`src/rtl/wb_arbiter2_pkg.sv`:
```
// Shared definitions for the two-master Wishbone arbiter: FSM encoding and
// stall-timer counter width.
package wb_arbiter2_pkg;

  typedef enum logic [1:0] {
    ST_IDLE  = 2'd0,
    ST_GNT0  = 2'd1,
    ST_GNT1  = 2'd2,
    ST_ABORT = 2'd3
  } arb_state_t;

  localparam int TMR_W = 16;

endpackage

```
`src/rtl/wb_stall_timer.sv`:
```
// Counts consecutive stalled bus cycles; hit flags the cycle in which the
// TIMEOUT-th consecutive stall is seen.
module wb_stall_timer
  import wb_arbiter2_pkg::*;
#(
  parameter int TIMEOUT = 255
) (
  input  logic clk,
  input  logic rst_n,
  input  logic stall,
  input  logic clr,
  output logic hit
);

  // cnt_r holds the number of stall cycles already completed, so the
  // TIMEOUT-th stall cycle is the one where cnt_r equals TIMEOUT-1.
  localparam logic [TMR_W-1:0] LIMIT = TMR_W'(TIMEOUT - 1);

  logic [TMR_W-1:0] cnt_r;

  // Consecutive stall counter, cleared whenever the stall run is broken
  always_ff @(posedge clk or negedge rst_n) begin
    if (!rst_n) begin
      cnt_r <= {TMR_W{1'b0}};
    end else if (clr || !stall) begin
      cnt_r <= {TMR_W{1'b0}};
    end else if (cnt_r != LIMIT) begin
      cnt_r <= cnt_r + TMR_W'(1);
    end else begin
      cnt_r <= cnt_r;
    end
  end

  assign hit = stall && !clr && (cnt_r == LIMIT);

endmodule

```
`src/rtl/wb_arbiter2.sv`:
```
// Round-robin two-master Wishbone arbiter with stall timeout and abort.
// Bus mux and grant FSM live here; stall counting is in wb_stall_timer.
module wb_arbiter2
  import wb_arbiter2_pkg::*;
#(
  parameter int ADR_W   = 14,
  parameter int DAT_W   = 32,
  parameter int TIMEOUT = 255
) (
  input  logic               clk,
  input  logic               rst_n,
  input  logic               m0_CYC,
  input  logic               m0_STB,
  input  logic               m0_WE,
  input  logic [ADR_W-1:0]   m0_ADR,
  input  logic [DAT_W-1:0]   m0_DAT_MOSI,
  input  logic [DAT_W/8-1:0] m0_SEL,
  output logic               m0_ACK,
  output logic               m0_ERR,
  output logic [DAT_W-1:0]   m0_DAT_MISO,
  input  logic               m1_CYC,
  input  logic               m1_STB,
  input  logic               m1_WE,
  input  logic [ADR_W-1:0]   m1_ADR,
  input  logic [DAT_W-1:0]   m1_DAT_MOSI,
  input  logic [DAT_W/8-1:0] m1_SEL,
  output logic               m1_ACK,
  output logic               m1_ERR,
  output logic [DAT_W-1:0]   m1_DAT_MISO,
  output logic               s_CYC,
  output logic               s_STB,
  output logic               s_WE,
  output logic [ADR_W-1:0]   s_ADR,
  output logic [DAT_W-1:0]   s_DAT_MOSI,
  output logic [DAT_W/8-1:0] s_SEL,
  input  logic               s_ACK,
  input  logic [DAT_W-1:0]   s_DAT_MISO,
  output logic               owner
);

  arb_state_t state_r;
  logic       owner_r;
  logic       stall_s;
  logic       clr_s;
  logic       hit_s;

  assign stall_s = s_CYC && s_STB && !s_ACK;
  assign clr_s   = (state_r != ST_GNT0) && (state_r != ST_GNT1);

  wb_stall_timer #(
    .TIMEOUT(TIMEOUT)
  ) u_timer (
    .clk  (clk),
    .rst_n(rst_n),
    .stall(stall_s),
    .clr  (clr_s),
    .hit  (hit_s)
  );

  // Slave-side request mux: follows the granted master, idle bus otherwise
  always_comb begin
    s_CYC      = 1'b0;
    s_STB      = 1'b0;
    s_WE       = 1'b0;
    s_ADR      = {ADR_W{1'b0}};
    s_DAT_MOSI = {DAT_W{1'b0}};
    s_SEL      = {(DAT_W/8){1'b0}};
    case (state_r)
      ST_GNT0: begin
        s_CYC      = m0_CYC;
        s_STB      = m0_STB;
        s_WE       = m0_WE;
        s_ADR      = m0_ADR;
        s_DAT_MOSI = m0_DAT_MOSI;
        s_SEL      = m0_SEL;
      end
      ST_GNT1: begin
        s_CYC      = m1_CYC;
        s_STB      = m1_STB;
        s_WE       = m1_WE;
        s_ADR      = m1_ADR;
        s_DAT_MOSI = m1_DAT_MOSI;
        s_SEL      = m1_SEL;
      end
      default: begin
        s_CYC = 1'b0;
      end
    endcase
  end

  // Response routing; hit already implies no ACK this cycle
  always_comb begin
    m0_ACK = 1'b0;
    m0_ERR = 1'b0;
    m1_ACK = 1'b0;
    m1_ERR = 1'b0;
    case (state_r)
      ST_GNT0: begin
        m0_ACK = s_ACK;
        m0_ERR = hit_s;
      end
      ST_GNT1: begin
        m1_ACK = s_ACK;
        m1_ERR = hit_s;
      end
      default: begin
        m0_ACK = 1'b0;
      end
    endcase
  end

  assign m0_DAT_MISO = s_DAT_MISO;
  assign m1_DAT_MISO = s_DAT_MISO;
  assign owner       = owner_r;

  // Grant FSM; owner_r remembers the last grant for round-robin and abort
  always_ff @(posedge clk or negedge rst_n) begin
    if (!rst_n) begin
      state_r <= ST_IDLE;
      owner_r <= 1'b1;
    end else begin
      case (state_r)
        ST_IDLE: begin
          if (m0_CYC && (!m1_CYC || owner_r)) begin
            state_r <= ST_GNT0;
            owner_r <= 1'b0;
          end else if (m1_CYC) begin
            state_r <= ST_GNT1;
            owner_r <= 1'b1;
          end else begin
            state_r <= ST_IDLE;
          end
        end
        ST_GNT0: begin
          if (hit_s) begin
            state_r <= ST_ABORT;
          end else if (!m0_CYC) begin
            state_r <= ST_IDLE;
          end else begin
            state_r <= ST_GNT0;
          end
        end
        ST_GNT1: begin
          if (hit_s) begin
            state_r <= ST_ABORT;
          end else if (!m1_CYC) begin
            state_r <= ST_IDLE;
          end else begin
            state_r <= ST_GNT1;
          end
        end
        ST_ABORT: begin
          if (owner_r ? !m1_CYC : !m0_CYC) begin
            state_r <= ST_IDLE;
          end else begin
            state_r <= ST_ABORT;
          end
        end
        default: begin
          state_r <= ST_IDLE;
        end
      endcase
    end
  end

endmodule

```
`config.mk`:
```
export PLATFORM = sky130hd
export DESIGN_NAME = wb_arbiter2
export DESIGN_NICKNAME = d
export VERILOG_FILES = /design/src/rtl/wb_arbiter2_pkg.sv /design/src/rtl/wb_stall_timer.sv /design/src/rtl/wb_arbiter2.sv
export SDC_FILE = /design/constraint.sdc
export NUM_CORES = 1
export LEC_CHECK = 0
export ABC_AREA = 1
export CAP_MARGIN = 0
export CORE_AREA = 2 2 103 105
export CTS_CLUSTER_SIZE = 16
export DETAILED_ROUTE_END_ITERATION = 8
export DIE_AREA = 0 0 105 107
export PLACE_DENSITY = 0.77
export SLEW_MARGIN = 20
export SYNTH_ARGS = -nofsm -noshare
export SYNTH_HDL_FRONTEND = slang
export SYNTH_SLANG_ARGS = --single-unit
```
`constraint.sdc`:
```
create_clock -name clk -period 3.6 [get_ports clk]
set_clock_uncertainty 0.05 [all_clocks]
set_input_delay 0.36 -clock clk [delete_from_list [all_inputs] [get_ports clk]]
set_output_delay 0.36 -clock clk [all_outputs]
set_load 0.1 [all_outputs]
```
# Word level (Yosys, flattened, before mapping)
# Index checks and enable logic that the tools add are counted.
[word_totals]
regBits = 19
latch_bits = 0
ram_bits = 0
mem_bits_ro = 0
in_bits = 141
out_inout_bits = 122
word_cells = 50
n_memories = 0
[classes]
addsub = 1
multipliers = 0
div = 0
order_cmp = 0
eq_ne = 7
shift = 0
muxes = 22
bitwise = 0
n_reduce_logical = 17
[op_table]
columns = ["op", "n"]
rows = [
  ["32-bit case mux with 2 select lines", 1],
  ["16-bit two-way mux", 2],
  ["14-bit case mux with 2 select lines", 1],
  ["16-bit by 1-bit adder with 16-bit output (second input constant)", 1],
  ["16-bit by 8-bit equality test with 1-bit output (second input constant)", 1],
  ["16-bit by 8-bit inequality test with 1-bit output (second input constant)", 1],
  ["2-bit two-way mux", 5],
  ["1-bit two-way mux", 8],
  ["2-bit case mux with 4 select lines", 1],
  ["4-bit case mux with 2 select lines", 1],
  ["1-bit logical AND", 6],
  ["1-bit case mux with 2 select lines", 3],
  ["1-bit logical NOT", 5],
  ["2-bit equality test (second input constant)", 2],
  ["2-bit nonzero test", 2],
  ["2-bit by 1-bit equality test with 1-bit output (second input constant)", 1],
  ["2-bit logical NOT", 1],
  ["1-bit logical OR", 2],
  ["2-bit by 1-bit inequality test with 1-bit output (second input constant)", 1],
  ["2-bit inequality test (second input constant)", 1],
  ["2-bit AND reduction", 1],
]

# Logic depth before layout (Yosys ltp)
# Gate-level depths: netlist of the first run.
[depth]
word_depth = 8
mapped_depth = 11
mapped_depth_nobuf = 10

# Modules after synthesis
# From an unflattened synthesis of the first run, not the netlist that was laid out.
[unflattened]
hier_cells = 443
hier_area_um2 = 2665.1
[modules_own_cells]
columns = ["mod", "instances", "cells_each", "area_per_inst_um2", "seq_area_each_um2"]
rows = [
  ["wb_arbiter2", 1, 290, 1609.0, 76.3],
  ["wb_stall_timer", 1, 153, 1056.0, 400.4],
]

# Least setup slack after synthesis of the first run
# No wires, ideal clock.
[synth_path]
path_kind = "flip-flop to output port"
start = "register state_r[1]"
end = "output port s_ADR[0]"
arrival_ns = 2.578
t_required_ns = 3.190
path_slack_ns = 0.612
path_stages_with_launch = 7
n_path_buf = 2
cell_sequence = "dfrtp_1 inv_1 ha_1 buf_4 clkbuf_1 nand2_1 a21oi_1"
[synth_via]
elab_chain_len = 2
word_cells_on_any_way = 3
classes_between = "eq/ne: 2; mux: 1"
[synth_rtl]
columns = ["item", "line", "text"]
rows = [
  ["start, declared", "wb_arbiter2.sv:41", "arb_state_t state_r;"],
  ["start signal, assigned", "wb_arbiter2.sv:119", "state_r <= ST_IDLE;"],
  ["start signal, assigned", "wb_arbiter2.sv:125", "state_r <= ST_GNT0;"],
  ["start signal, assigned", "wb_arbiter2.sv:128", "state_r <= ST_GNT1;"],
  ["2-bit equality test or 2-bit by 1-bit equality test with 1-bit output (tied branches)", "wb_arbiter2.sv:68", "case (state_r)"],
  ["14-bit case mux with 2 select lines *", "wb_arbiter2.sv:68", ""],
  ["end, declared", "wb_arbiter2.sv:33", "output logic [ADR_W-1:0] s_ADR,"],
]
# Every way passes the cells marked *; elsewhere a longest branch is shown, timed or not.

# Worst setup path after layout of the first run
[layout_path]
start = "register state_r[0]"
end = "output port s_DAT_MOSI[9]"
[layout_via]
elab_chain_len = 2
word_cells_on_any_way = 3
classes_between = "eq/ne: 2; mux: 1"
[layout_rtl]
columns = ["item", "line", "text"]
rows = [
  ["2-bit equality test or 2-bit by 1-bit equality test with 1-bit output (tied branches)", "wb_arbiter2.sv:68", ""],
  ["32-bit case mux with 2 select lines *", "wb_arbiter2.sv:68", ""],
  ["end, declared", "wb_arbiter2.sv:34", "output logic [DAT_W-1:0] s_DAT_MOSI,"],
]
# Marked as above.

==> flow_summary.toml, run 1 <==
[grt]
grt_pass1_vias = 2651
grt_overflow_total = 0
grt_util_all_layers = 0.165
antenna_found_initial = 0
grt_pass1_wl_um = 14300
grt_start_max_net_pins = 35

[min_path]
min_path_type = "flop to flop"
hold_start = "u_timer.cnt_r[6]$_DFFE_PN0P_"
holdPathEnd = "u_timer.cnt_r[6]$_DFFE_PN0P_"
worst_hold_path.num_cells = 1

[sta]
maxSlewHeadroom = 0.355
tightest_slew_ns = 0.964
rsz0062_at_grt = "no"
finalHoldViolCount = 0
maxSlewViolCount = 0
final.setup.worst_slack_ns = 0.390
hold_ws_ns = 0.424
timing.fmax_mhz = 312
setup_violations = 0
post-route-period-util = 0.892
fin_setup_tns_ns = 0
post-route-min-period_ns = 3.21

[synth]
ys_types = 32
netlist_instances = 406
synth.area.top_cells = "nand2_1, buf_4, dfrtp_1"
synth_fp_nets = 554
ys_warn_count = 0
synth_area_um2 = 2510
synth_top_area_frac = 0.206
ys_ff_latch = 19
ys_seq_area_frac = 0.190
synth.avg_cell_area_um2 = 6.19
yosysTopAreaCell = "nand2_1"

[final_layout]
fill_cells = 1113
insertedDiodeCount = 0
utilization = 0.368
regArea_um2 = 477
nets = 646
fin_area_um2 = 3710
area_growth_pct = 47.7
multiInputGateArea_um2 = 1370
drive_gt1_frac = 0.183
instances_no_fill = 633

[drt]
wl_um = 10000
vias = 2895
firstDrtPassIters = 4
viasPerCell = 4.57
routedWlPerCell_um = 15.8
drt_iter0_drc = 178
drtAntennaViolNets = 0
drc = 0

[worst_setup_path]
arrival_ns = 2.80
cpMaxStageDelayCell = "clkinv_1"
cp_num_buf_inv = 4
max_stage_delay_ns = 0.48
r2r_slack_ns = 1.50
critPathLaunchType = "flop"
r2r_cells = 10
path_cells = "inv_1 -> ha_1 -> clkinv_1 -> buf_4 -> a21oi_1 -> buf_4"
crit_path_end_kind = "output port"
cp_max_fo = 33
criticalPathCategory = "flop to output port"
regToRegEndpoint = "state_r[1]$_DFF_PN0_"
rr_startpoint = "state_r[0]$_DFF_PN0_"
cp_top_family = "buffers and inverters"
cp_common_cell = "buf_4"
required_ns = 3.19

[clocking]
ctsHoldBuffers = 0
htreeDepth = 1
cts_tree = "built"
clock_latency_ns = 0.27
cts-root-buf = "clkbuf_8"
cts_buffers = 3
clock-sinks = 19
cts_resized = 0
postCtsSetupRepairBufs = 0
cts_max_path_buffers = 2
path_clk_slew_ns = 0.08

[die]
core-area_um2 = 10100
start_util = 0.249
die_h_um = 107
ioPinCount = 263
die_area_um2 = 11200
die_w_um = 105
rows = 37

[power_and_ir_drop]
power_leakage_nw = 1.65
power.total_mw = 2.95
pwr_density_cell_nw_per_um2 = 796
max-vdd-ir-drop_mv = 0.614

[placed_design]
placed_cell_area_um2 = 3670
gp_congestion = 0.827
place_worst_setup_slack_ns = 0.723
port_buffers = 166
dp_hpwl_um = 8350
placedCellCount = 629

[job]
max-cap-violations = 0

[run_status]
status = "finished, final reports clean"
==> worst register-to-register path, stage by stage, from the launching register on <==
cell and delay, ns:
dfrtp_1 0.41, inv_1 0.12, ha_2 0.50, nand2_1 0.17, nand2_1 0.11, nand2_2 0.08, nor2_8 0.22, nand3_2 0.13
nand2_1 0.11, o21ai_1 0.07, nand2_1 0.07
==> flip-flops by register name (all words and copies together) (netlist names) <==
name           flops
state_r            2
owner              1
u_timer.cnt_r     16
==> metal layers <==
layer  wire length [µm]  vias to the layer above  global-route usage
li1                   -                     1410                   -
met1               4330                     1275               0.223
met2               4390                      184               0.255
met3               1030                       26              0.0462
met4                270                        0              0.0505
met5                  0                        -                   0
==> Yosys cell counts <==
master      n
dfrtp_1    18
clkbuf_1   14
nor2_2      2
o211ai_1    1
nand2_4     2
nor2_1     18
buf_1       1
nor4_1      2
nand3b_1    1
and3_1      1
nor3_1      5
nand2_1   138
buf_6       1
inv_1      21
dfstp_2     1
ha_1        7
a31oi_1     3
xor2_1      3
a21oi_1    59
clkinv_1    1
nand4_1     4
o21ai_1     6
o31ai_1     1
nor3_4      1
buf_4      66
nor2_8      3
nor3_2      2
inv_2       8
nand3_2     2
nand3_1     8
nand2_2     5
o21ai_0     1
==> cell usage in the layout, fill, tap and decap left out, types with 2 or more instances in the layout <==
master,count
nor2_2,2
clkbuf_8,3
a31oi_1,3
nand2_4,2
ha_1,5
nand3_1,8
ha_2,2
nor3_2,2
o21ai_1,6
nor4_1,2
buf_4,60
nor3_1,5
nor2_8,3
inv_2,8
nand2_2,5
nand4_1,4
nor2_1,18
clkdlybuf4s50_1,109
nand2_1,138
a21oi_1,59
nand3_2,2
xor2_1,3
dfrtp_1,18
inv_1,21
==> kinds of logic after synthesis <==
logic type / count (synthesis) / share of synthesized area
flops: 19 / 0.190
fa+ha+maj: 7 / 0.0348
simple gates: 194 / 0.352
xor+xnor: 3 / 0.0104
compound gates: 71 / 0.145
buf+inv: 112 / 0.269
==> worst max path at each step <==
stage | from | end | depth (start not counted)
2_1_floorplan | state_r[1]$_DFF_PN0_ | s_ADR[0] | 6
3_3_place_gp | state_r[0]$_DFF_PN0_ | s_DAT_MOSI[4] | 6
3_5_place_dp | state_r[0]$_DFF_PN0_ | s_DAT_MOSI[9] | 6
4_1_cts | state_r[0]$_DFF_PN0_ | s_DAT_MOSI[9] | 6
5_1_grt | state_r[0]$_DFF_PN0_ | s_DAT_MOSI[4] | 6
6_report | state_r[0]$_DFF_PN0_ | s_DAT_MOSI[9] | 6
==> area by class of cell <==
class,instances,share of cell area
clock buffers,4,0.0121
inverters,30,0.0303
multi-input cells,275,0.368
flip-flops and latches,19,0.128
well taps,136,0.0458
repair buffers,169,0.415
==> power breakdown <==
| part | switching [mW] | internal [mW] | total (mW) |
|---|---|---|---|
| registers | 0.0137 | 0.233 | 0.247 |
| clock network | 0.0784 | 0.0790 | 0.157 |
| logic | 2.04 | 0.510 | 2.55 |
| total | 2.13 | 0.823 | 2.95 |
Power figures use the tool's default switching activity.
==> run 2: changes to the inputs <==
- GPL_TIMING_DRIVEN: default -> 0
==> run 2 against run 1 <==
Compared with the run above:
- sequential cell count unchanged
- global-route usage up 3.3 points
- sequential share of layout area fell by 3.5 points
- fmax decreased by 6.1%
- hold slack lost 0.0044 ns
- critical path depth unchanged
- first-iteration DRC count shrank 12%
- utilization rose by 14 points
- via count rose by 18%
- highest routed layer unchanged
==> flow_summary.toml, run 2 (synthesis results as in run 1) <==
[final_layout]
area_growth_pct = 102
drive_gt1_frac = 0.150
insertedDiodeCount = 0
instances_no_fill = 776
final_common_cell = "clkdlybuf4s50_1"
multiInputGateArea_um2 = 1360
top_register = "u_timer.cnt_r"
regArea_um2 = 477
fill_cells = 1017
nets = 789
layout_common_cells = "clkdlybuf4s50_1, nand2_1, buf_4"
largest_reg_flops = 16

[min_path]
holdPathEnd = "u_timer.cnt_r[6]$_DFFE_PN0P_"
worst_hold_path.num_cells = 1
min_path_type = "flop to flop"
hold_start = "u_timer.cnt_r[6]$_DFFE_PN0P_"

[placed_design]
port_buffers = 230
dp_hpwl_um = 10400
placedCellCount = 772
gp_congestion = 0.880

[worst_setup_path]
r2r_slack_ns = 1.77
regToRegEndpoint = "u_timer.cnt_r[7]$_DFFE_PN0P_"
r2r_cells = 10
crit_path_end_kind = "output port"
required_ns = 3.19
rr_startpoint = "state_r[0]$_DFF_PN0_"
critPathLaunch = "state_r[0]$_DFF_PN0_"
criticalPathCategory = "flop to output port"
arrival_ns = 3.01
critPathLaunchType = "flop"
cp_max_fo = 10

[power_and_ir_drop]
p_seq_frac = 0.071
power.switching_mw = 2.47
p_clk_frac = 0.043
combPwrFrac = 0.886
p_int_uw = 999
max-vdd-ir-drop_mv = 0.431
power.total_mw = 3.47
power_leakage_nw = 2.46
pwr_density_cell_nw_per_um2 = 683
switching_share = 0.712

[clocking]
ctsHoldBuffers = 0
clock_latency_ns = 0.26
clock-sinks = 19
cts_resized = 1
path_clk_slew_ns = 0.07
postCtsSetupRepairBufs = 0
htreeDepth = 1
cts_max_path_buffers = 2
cts-root-buf = "clkbuf_8"
cts_tree = "built"
cts_buffers = 3

[grt]
grt_pass1_wl_um = 17600
grt_overflow_total = 0
antenna_found_initial = 0
grt_util_all_layers = 0.198
grt_pass1_vias = 3416
grt_start_max_net_pins = 20

[sta]
timing.fmax_mhz = 292
setup_violations = 0
maxSlewViolCount = 0
rsz0062_at_grt = "no"
maxSlewHeadroom = 0.274
fin_setup_tns_ns = 0
finalHoldViolCount = 0
post-route-period-util = 0.950
tightest_slew_ns = 1.09
post-route-min-period_ns = 3.42

[die]
start_util = 0.249
die_area_um2 = 11200
die_w_um = 105
rows = 37
die_h_um = 107
core-area_um2 = 10100
ioPinCount = 263

[job]
max-cap-violations = 0

[drt]
firstDrtPassIters = 4
drt_iter0_drc = 156
drtAntennaViolNets = 0
drc = 0
wl_um = 12000
vias = 3429
routedWlPerCell_um = 15.5
viasPerCell = 4.42

[run_status]
status = "finished, final reports clean"
run 2: worst max-delay path, stage by stage, from the launching register on:
cell and delay [ns]:
dfrtp_1 0.38, inv_1 0.09, ha_1 0.32, clkinv_1 0.23
clkbuf_1 0.30, a21oi_1 0.24, clkdlybuf4s50_1 1.18
run 2: final cells by class:
type,count,share of cell area
Buffer,82,0.111
Timing Repair Buffer,230,0.462
Inverter,30,0.0222
Sequential cell,19,0.0939
Clock buffer,4,0.00887
Multi-Input combinational cell,275,0.268
Tap cell,136,0.0335
run 2: metal layers:
layer	wire, µm	vias up	global-route usage
met5	0	-	0
met3	1070	8	0.0432
met4	119	0	0.0438
li1	-	1692	-
met1	4880	1571	0.249
met2	5960	158	0.346
run 2: power by group through the flow:
stage	Clock (mW)	Sequential, mW	Combinational, mW
after CTS	0.157	0.246	3.09
after detailed placement	0	0.251	3.09
after floorplan	0	0.293	2.23
after global routing	0.165	0.248	3.21
after global placement	0	0.249	3.07
final	0.150	0.246	3.07
run 2: metrics by stage:
stage	hold slack [ns]	instance area, µm²	utilization	worst slack (ns)
6_report	0.419	5080	0.503	0.180
5_1_grt	0.455	5080	0.503	0.00688
4_1_cts	0.423	5030	0.499	0.0250
3_5_place_dp	0.412	4990	0.494	0.258
3_3_place_gp	0.408	4990	0.494	0.289
2_1_floorplan	0.0144	2510	-	0.612
run 2: how the worst max path moves through the flow:
stage                           to
floorplan                 s_ADR[0]
global placement         s_ADR[10]
detailed placement       s_ADR[10]
CTS                       s_ADR[3]
global route        s_DAT_MOSI[29]
finish                    s_SEL[2]
